[src/rtl/ram_scan_reader.sv]
// Read-side job responder: scans a memory window and reduces it to a 32-bit sum.
// Define RAM_SCAN_COUNT_EN to build the nonzero-word counter behind nonzeroCount.
module ram_scan_reader #(
    parameter int ADDR_W     = 11,
    parameter int DATA_W     = 32,
    parameter int READ_LAT   = 2,
    parameter int START_ADDR = 0,
    parameter int WORD_COUNT = 2048
) (
    input  logic              CLOCK_50,
    input  logic              resetIn,
    input  logic              enable,
    input  logic [DATA_W-1:0] dataRead,
    output logic [ADDR_W-1:0] address,
    output logic              acknowledge,
    output logic              busy,
    output logic [DATA_W-1:0] checksum,
    output logic [ADDR_W:0]   nonzeroCount
);

    typedef enum logic [1:0] {
        S_IDLE,
        S_SCAN,
        S_DRAIN,
        S_DONE
    } state_t;

    localparam logic [ADDR_W-1:0] START = ADDR_W'(START_ADDR);
    localparam logic [ADDR_W-1:0] LAST  = ADDR_W'(WORD_COUNT - 1);
    localparam logic [2:0]        DLAST = 3'(READ_LAT - 1);

    state_t              r_state;
    logic [ADDR_W-1:0]   r_addr;
    logic [ADDR_W-1:0]   r_idx;
    logic [2:0]          r_drain;
    logic [READ_LAT-1:0] r_vld;
    logic [DATA_W-1:0]   r_acc;
    logic [DATA_W-1:0]   r_sum;
    logic                r_ack;
    logic                r_busy;

    logic              w_start;
    logic              w_take;
    logic              w_finish;
    logic [DATA_W-1:0] w_acc_next;

    assign w_start    = (r_state == S_IDLE) && enable;
    assign w_take     = r_vld[READ_LAT-1];
    assign w_finish   = (r_state == S_DRAIN) && enable && (r_drain == DLAST);
    assign w_acc_next = r_acc + dataRead;

    // The tag pipe mirrors the memory latency so each returning word is summed once.
    always_ff @(posedge CLOCK_50 or negedge resetIn) begin
        if (!resetIn) begin
            r_state <= S_IDLE;
            r_addr  <= START;
            r_idx   <= '0;
            r_drain <= '0;
            r_vld   <= '0;
            r_acc   <= '0;
            r_sum   <= '0;
            r_ack   <= 1'b0;
            r_busy  <= 1'b0;
        end else begin
            r_vld[0] <= (r_state == S_SCAN) && enable;
            for (int k = 1; k < READ_LAT; k++) begin
                r_vld[k] <= r_vld[k-1];
            end
            if (w_take) begin
                r_acc <= w_acc_next;
            end
            unique case (r_state)
                S_IDLE: begin
                    r_addr <= START;
                    if (enable) begin
                        r_state <= S_SCAN;
                        r_idx   <= '0;
                        r_acc   <= '0;
                        r_vld   <= '0;
                        r_busy  <= 1'b1;
                    end
                end
                S_SCAN: begin
                    if (!enable) begin
                        r_state <= S_IDLE;
                        r_addr  <= START;
                        r_vld   <= '0;
                        r_busy  <= 1'b0;
                    end else if (r_idx == LAST) begin
                        r_state <= S_DRAIN;
                        r_drain <= '0;
                        r_addr  <= START;
                    end else begin
                        r_idx  <= r_idx + 1'b1;
                        r_addr <= r_addr + 1'b1;
                    end
                end
                S_DRAIN: begin
                    if (!enable) begin
                        r_state <= S_IDLE;
                        r_vld   <= '0;
                        r_busy  <= 1'b0;
                    end else if (r_drain == DLAST) begin
                        r_state <= S_DONE;
                        r_busy  <= 1'b0;
                        r_ack   <= 1'b1;
                        r_sum   <= w_take ? w_acc_next : r_acc;
                    end else begin
                        r_drain <= r_drain + 3'd1;
                    end
                end
                S_DONE: begin
                    if (!enable) begin
                        r_state <= S_IDLE;
                        r_ack   <= 1'b0;
                    end
                end
                default: begin
                    r_state <= S_IDLE;
                end
            endcase
        end
    end

`ifdef RAM_SCAN_COUNT_EN
    logic [ADDR_W:0] r_cnt;
    logic [ADDR_W:0] r_nz;
    logic            w_nz;
    logic [ADDR_W:0] w_cnt_next;

    assign w_nz       = w_take && (dataRead != '0);
    assign w_cnt_next = r_cnt + {{ADDR_W{1'b0}}, w_nz};

    always_ff @(posedge CLOCK_50 or negedge resetIn) begin
        if (!resetIn) begin
            r_cnt <= '0;
            r_nz  <= '0;
        end else begin
            if (w_start) begin
                r_cnt <= '0;
            end else if (w_take) begin
                r_cnt <= w_cnt_next;
            end
            if (w_finish) begin
                r_nz <= w_cnt_next;
            end
        end
    end

    assign nonzeroCount = r_nz;
`else
    assign nonzeroCount = '0;
`endif

    assign address     = r_addr;
    assign acknowledge = r_ack;
    assign busy        = r_busy;
    assign checksum    = r_sum;

endmodule

[config.mk]
export PLATFORM = sky130hd
export DESIGN_NAME = ram_scan_reader
export DESIGN_NICKNAME = d
export VERILOG_FILES = /design/src/rtl/ram_scan_reader.sv
export SDC_FILE = /design/constraint.sdc
export NUM_CORES = 1
export LEC_CHECK = 0
export ABC_AREA = 1
export CORE_ASPECT_RATIO = 1.75
export CORE_MARGIN = 10
export CORE_UTILIZATION = 60
export CTS_CLUSTER_SIZE = 25
export DETAILED_ROUTE_END_ITERATION = 6
export PLACE_DENSITY_LB_ADDON = 0.08
export SLEW_MARGIN = 40
export SYNTH_ARGS = -nofsm -noshare
export SYNTH_HDL_FRONTEND = slang
export SYNTH_SLANG_ARGS = --single-unit
[constraint.sdc]
create_clock -name CLOCK_50 -period 3.3 [get_ports CLOCK_50]
set_clock_uncertainty 0.05 [all_clocks]
set_input_delay 0.66 -clock CLOCK_50 [delete_from_list [all_inputs] [get_ports CLOCK_50]]
set_output_delay 0.66 -clock CLOCK_50 [all_outputs]
set_load 0.05 [all_outputs]
-- After elaboration in Yosys (flattened, before gate mapping)
Index checks and enable logic that the tools add are counted.
W data, S select, Z words.
- add/subtract/negate cells: 4
- equal/unequal tests: 16
- mux-type cells: 33
- reductions and logical operators: 13
- operators with widths (kind ; count):
    $mux W32 ; 3
    $mux W11 ; 5
    $pmux W11 S2 ; 2
    $add A32 B32 Y32 ; 1
    $add A11 B1 Y11 const B ; 2
    $mux W2 ; 8
    $reduce_and A4 Y1 ; 4
    $ne A2 B2 Y1 const B ; 7
    $mux W3 ; 4
    $eq A11 B11 Y1 const B ; 1
    $pmux W2 S4 ; 1
    $mux W1 ; 6
    $ne A3 B2 Y1 const B ; 2
    $pmux W3 S2 ; 1
    $reduce_bool A2 Y1 ; 3
    $reduce_and A5 Y1 ; 1
    $eq A2 B2 Y1 const B ; 2
    $ne A2 B1 Y1 const B ; 2
    $pmux W2 S2 ; 1
    $add A3 B1 Y3 const B ; 1
    $eq A3 B1 Y1 const B ; 1
    $pmux W1 S3 ; 1
    $reduce_and A3 Y1 ; 1
    $reduce_bool A3 Y1 ; 1
    other kinds (5) ; 5
- output and inout bits: 57
- bits in registers: 95

-- Depth between registers and ports, before layout
- depth after elaboration: 4
- depth in mapped cells: 13
- gate-level depth less buffers: 13

-- Worst setup path after synthesis
Ideal clock, no wire load.
- kind: in2reg
- start point: input dataRead[0]
- end point: register r_sum[20] (netlist: checksum[20])
- library setup time: 118 ps
- path buffers: 0
- arrival: 2072 ps
- slack: 1061 ps
- stages: 12
- data required time: 3132 ps
- cell sequence: ha_1 -> fa_1 -> nand3_1 -> nand3_1 -> nand3_1 -> nand3_1 -> nand3_1 -> nand2_1 -> nand2_1 -> nand3_1 -> nand3_1 -> nand2_1
- cells in the longest elaborated chain, start to end: 2
- RTL lines (item ; RTL line ; source):
    from (decl) ; 13 ; input logic [DATA_W-1:0] dataRead,
    $add A32 B32 Y32 ; 50 ; assign w_acc_next = r_acc + dataRead;
    $mux W32 ; 107 ; r_sum <= w_take ? w_acc_next : r_acc;
    to (signal assigned) ; 107 ;
    to (decl) ; 38 ; logic [DATA_W-1:0] r_sum;
No other way between the ends.
A chain may end at the register's enable or synchronous reset.

-- Worst setup path in the final report
- start point: input dataRead[12]
- end point: register r_sum[13] (netlist: checksum[13])
Same word-level chain as after synthesis.

==> results.md <==
* Status: completed
* Crit path max fanout at 4
* CTS Hold Buffers Added at 0
* Post-CTS setup buffers at 0
* Setup CP Type: in2reg
* Slew Limit Fails at 0
* Height of the die at 160 um
* ANT nets after route at 0
* Pre-antenna DRT Iters at 5
* Routed wire length at 20100 um
* Total inserted antenna cells at 0
* R2R Path End: checksum[12]$_DFFE_PN0P_
* Setup crit end kind: flip-flop
* Total track usage at 0.257
* Hold slack at 0.239 ns
* Static Leak at 4.35 nW
* Synth Area in XOR/XNOR at 0.0353
* Compound-Gate Fraction of Synth Area at 0.0628
* Core area at 11000 um^2
* Worst min path class: in2async
* Largest family of logic cells by synthesized area: simple AND/OR/NAND/NOR gates
* Setup tns final at 0 ns
* I/O Pins at 92
* Register area share after synthesis at 0.355
* Worst reg2reg path depth at 9
* CP startpoint kind: primary input
* Vias at 6403
* Largest net degree at the start of global routing at 96
* Simple-gate share of the synthesized area at 0.357
* Crit-path most repeated cell: nand2_1
* H-tree Lvls at 3
* Critical-path top delay cell: clkdlybuf4s50_1
* Power, Total at 0.00650 W
* Cts repair resizes at 0
* Multiplexer share of the synthesized area at 0.00336
* Fraction of layout instances using a drive strength above 1 at 0.0526
* Drt first-iter violations at 348
* Gpl congestion at 1.04
* Yosys warning count at 0
* Bufs on Longest Clock Path at 2
* GR Overflow Total at 0
* CP Cell Sequence: clkdlybuf4s50_1 > ha_1 > nand2_1 > inv_1 > nand2_1 > inv_1 > a21oi_1 > nand2_1 > xnor2_1 > nand2_1 > nand3_1 > nand2_1
* Number of global-route vias before repair at 6705
* CP peak stage delay at 0.50 ns
* Fin crit share at 0.811
* Chip width at 99.8 um
* Cell Area, Synth at 6690 um^2
* FF-to-FF setup slack at 0.74 ns
* Required @ worst endpoint at 3.48 ns
* RSZ-0062 raised after global routing: no
* Post-DR vias/cell at 5.27
* DIE AREA at 15900 um^2
* Number of max-cap violations at 0
* P per Cell Area at 823 nW/um^2
* Starting Density at 0.606
* Final HPWL DP at 15700 um
* Hold Fails Final Rpt at 0
* Final min period at 2.68 ns
* Cell variety after synth at 39
* Adder-Cell Fraction of Synth Area at 0.0778
* TritonCTS Sinks at 95
* Worst-path clk slew at 0.08 ns
* First-pass GRT wire length at 32900 um
* Max VDD drop at 0.627 mV
* Synth-to-Final Area Change at 18.1%
* IO Port Bufs at 79
* CTS buffer count at 9
* Num rows at 51
* Worst-Skew Late Latency at 0.35 ns
* Fin nets at 1154
* Slew Limit Headroom at 0.503
* DRC Markers at 0
* Root Buffer: clkbuf_16
* Avg Cell Area, Syn at 6.69 um^2
* Critical Path AT at 2.86 ns
* Worst-Margin Slew at 0.741 ns
* Routed len/inst at 16.5 um
* Peak Freq at 374 MHz
* Area of the multi-input gates at 3640 um^2
* Filler cells at 959
* Initial antenna violation count at 0
* Synth Instances at 1000
* Worst r2r src: r_state[0]$_DFFE_PN0P_
* Yosys reg bits at 95
* FF/Latch Area at 2380 um^2
* Final setup vio count at 0
* CTS tree: yes
-- logic make-up (layout without fill, tap and decap cells) --
| kind of cell | after synthesis | count (layout) |
|---|---|---|
| AND/OR/NAND/NOR | 580 | 580 |
| buffers and inverters | 178 | 250 |
| flip-flops | 95 | 95 |
| AO/OA/AOI/OAI | 76 | 76 |
| adder cells (fa/ha/maj) | 41 | 41 |
| XOR/XNOR | 27 | 27 |
| multiplexers | 2 | 2 |
| other | 1 | 12 |
-- layout by cell type, fill, tap and decap left out, types with 12 or more instances in the layout --
cell type,instances
nand2_1,368
inv_1,146
dfrtp_1,95
nor2_1,92
clkdlybuf4s50_1,78
nand3_1,76
ha_1,40
o21ai_0,39
a21oi_1,24
or2_2,23
xnor2_1,18
conb_1,12
-- synth_stat cells, drive strengths merged --
cell type	n	area (um^2)
mux2	2	22.5
or2	23	144
o21ai	41	220
xor2	9	78.8
ha	40	500
nor3	7	35.0
conb	1	3.75
nand3b	2	27.5
buf	15	110
nor2	94	358
xnor2	18	158
clkbuf	15	56.3
nor4	1	6.26
a31o	1	8.76
nor3b	2	15.0
nand3	76	380
o211ai	1	7.51
nand2	369	1390
a21oi	24	120
o21a	1	7.51
o22ai	2	12.5
dfrtp	95	2380
nand4	5	31.3
fa	1	20.0
inv	148	556
a21o	1	7.51
a31oi	1	6.26
o21bai	3	22.5
a22oi	1	7.51
and2	1	6.26
-- report_power, final --
group | internal [W] | switching, W
sequential | 0.00148 | 0.000263
combinational | 0.00125 | 0.00245
clock | 0.000554 | 0.000512
-- per-stage QoR --
stage               instance area [um^2]  cells  utilization  setup WS (ns)
floorplan                           6740   1011            -           1.06
global placement                    7600   1199        0.688          0.294
detailed placement                  7600   1199        0.688          0.285
CTS                                 7900   1215        0.716          0.642
global route                        7900   1215        0.716          0.416
finish                              7900   1215        0.716          0.623
-- sequential cells by signal (all words and copies together), names as in the netlist --
register	flops
checksum	32
r_acc	32
address	11
r_state	2
r_idx	11
acknowledge	1
r_drain	3
r_vld	2
busy	1
-- critical path, delay by kind of cell --
family | cells | cell delay [ns]
buffers and inverters | 3 | 0.63
and+or+nand+nor | 6 | 0.66
adders and majority gates | 1 | 0.39
AOI/OAI and AO/OA | 1 | 0.13
xor gates and xnor gates | 1 | 0.38
-- final cells by class --
class,instances,area share
Inverter,148,0.0703
Clock inverter,6,0.00807
Timing Repair Buffer,86,0.110
Clock buffer,10,0.0302
Sequential cell,95,0.301
Multi-Input combinational cell,738,0.460
Tap cell,132,0.0209
-- per-layer routing --
| metal | wire length (um) | global-route usage |
|---|---|---|
| met3 | 758 | 0.0393 |
| met1 | 7220 | 0.256 |
| met5 | 0 | 0 |
| met2 | 10500 | 0.459 |
| met4 | 1630 | 0.194 |
-- worst max-delay path by stage --
stage            startpoint                       end  cells after the start
2_1_floorplan   dataRead[0]  checksum[20]$_DFFE_PN0P_                     12
3_3_place_gp    dataRead[0]  checksum[20]$_DFFE_PN0P_                     13
3_5_place_dp    dataRead[0]  checksum[20]$_DFFE_PN0P_                     13
4_1_cts         dataRead[0]  checksum[20]$_DFFE_PN0P_                     13
5_1_grt        dataRead[12]  checksum[21]$_DFFE_PN0P_                     13
6_report       dataRead[12]  checksum[13]$_DFFE_PN0P_                     12
(Power assumes the default switching activity.)
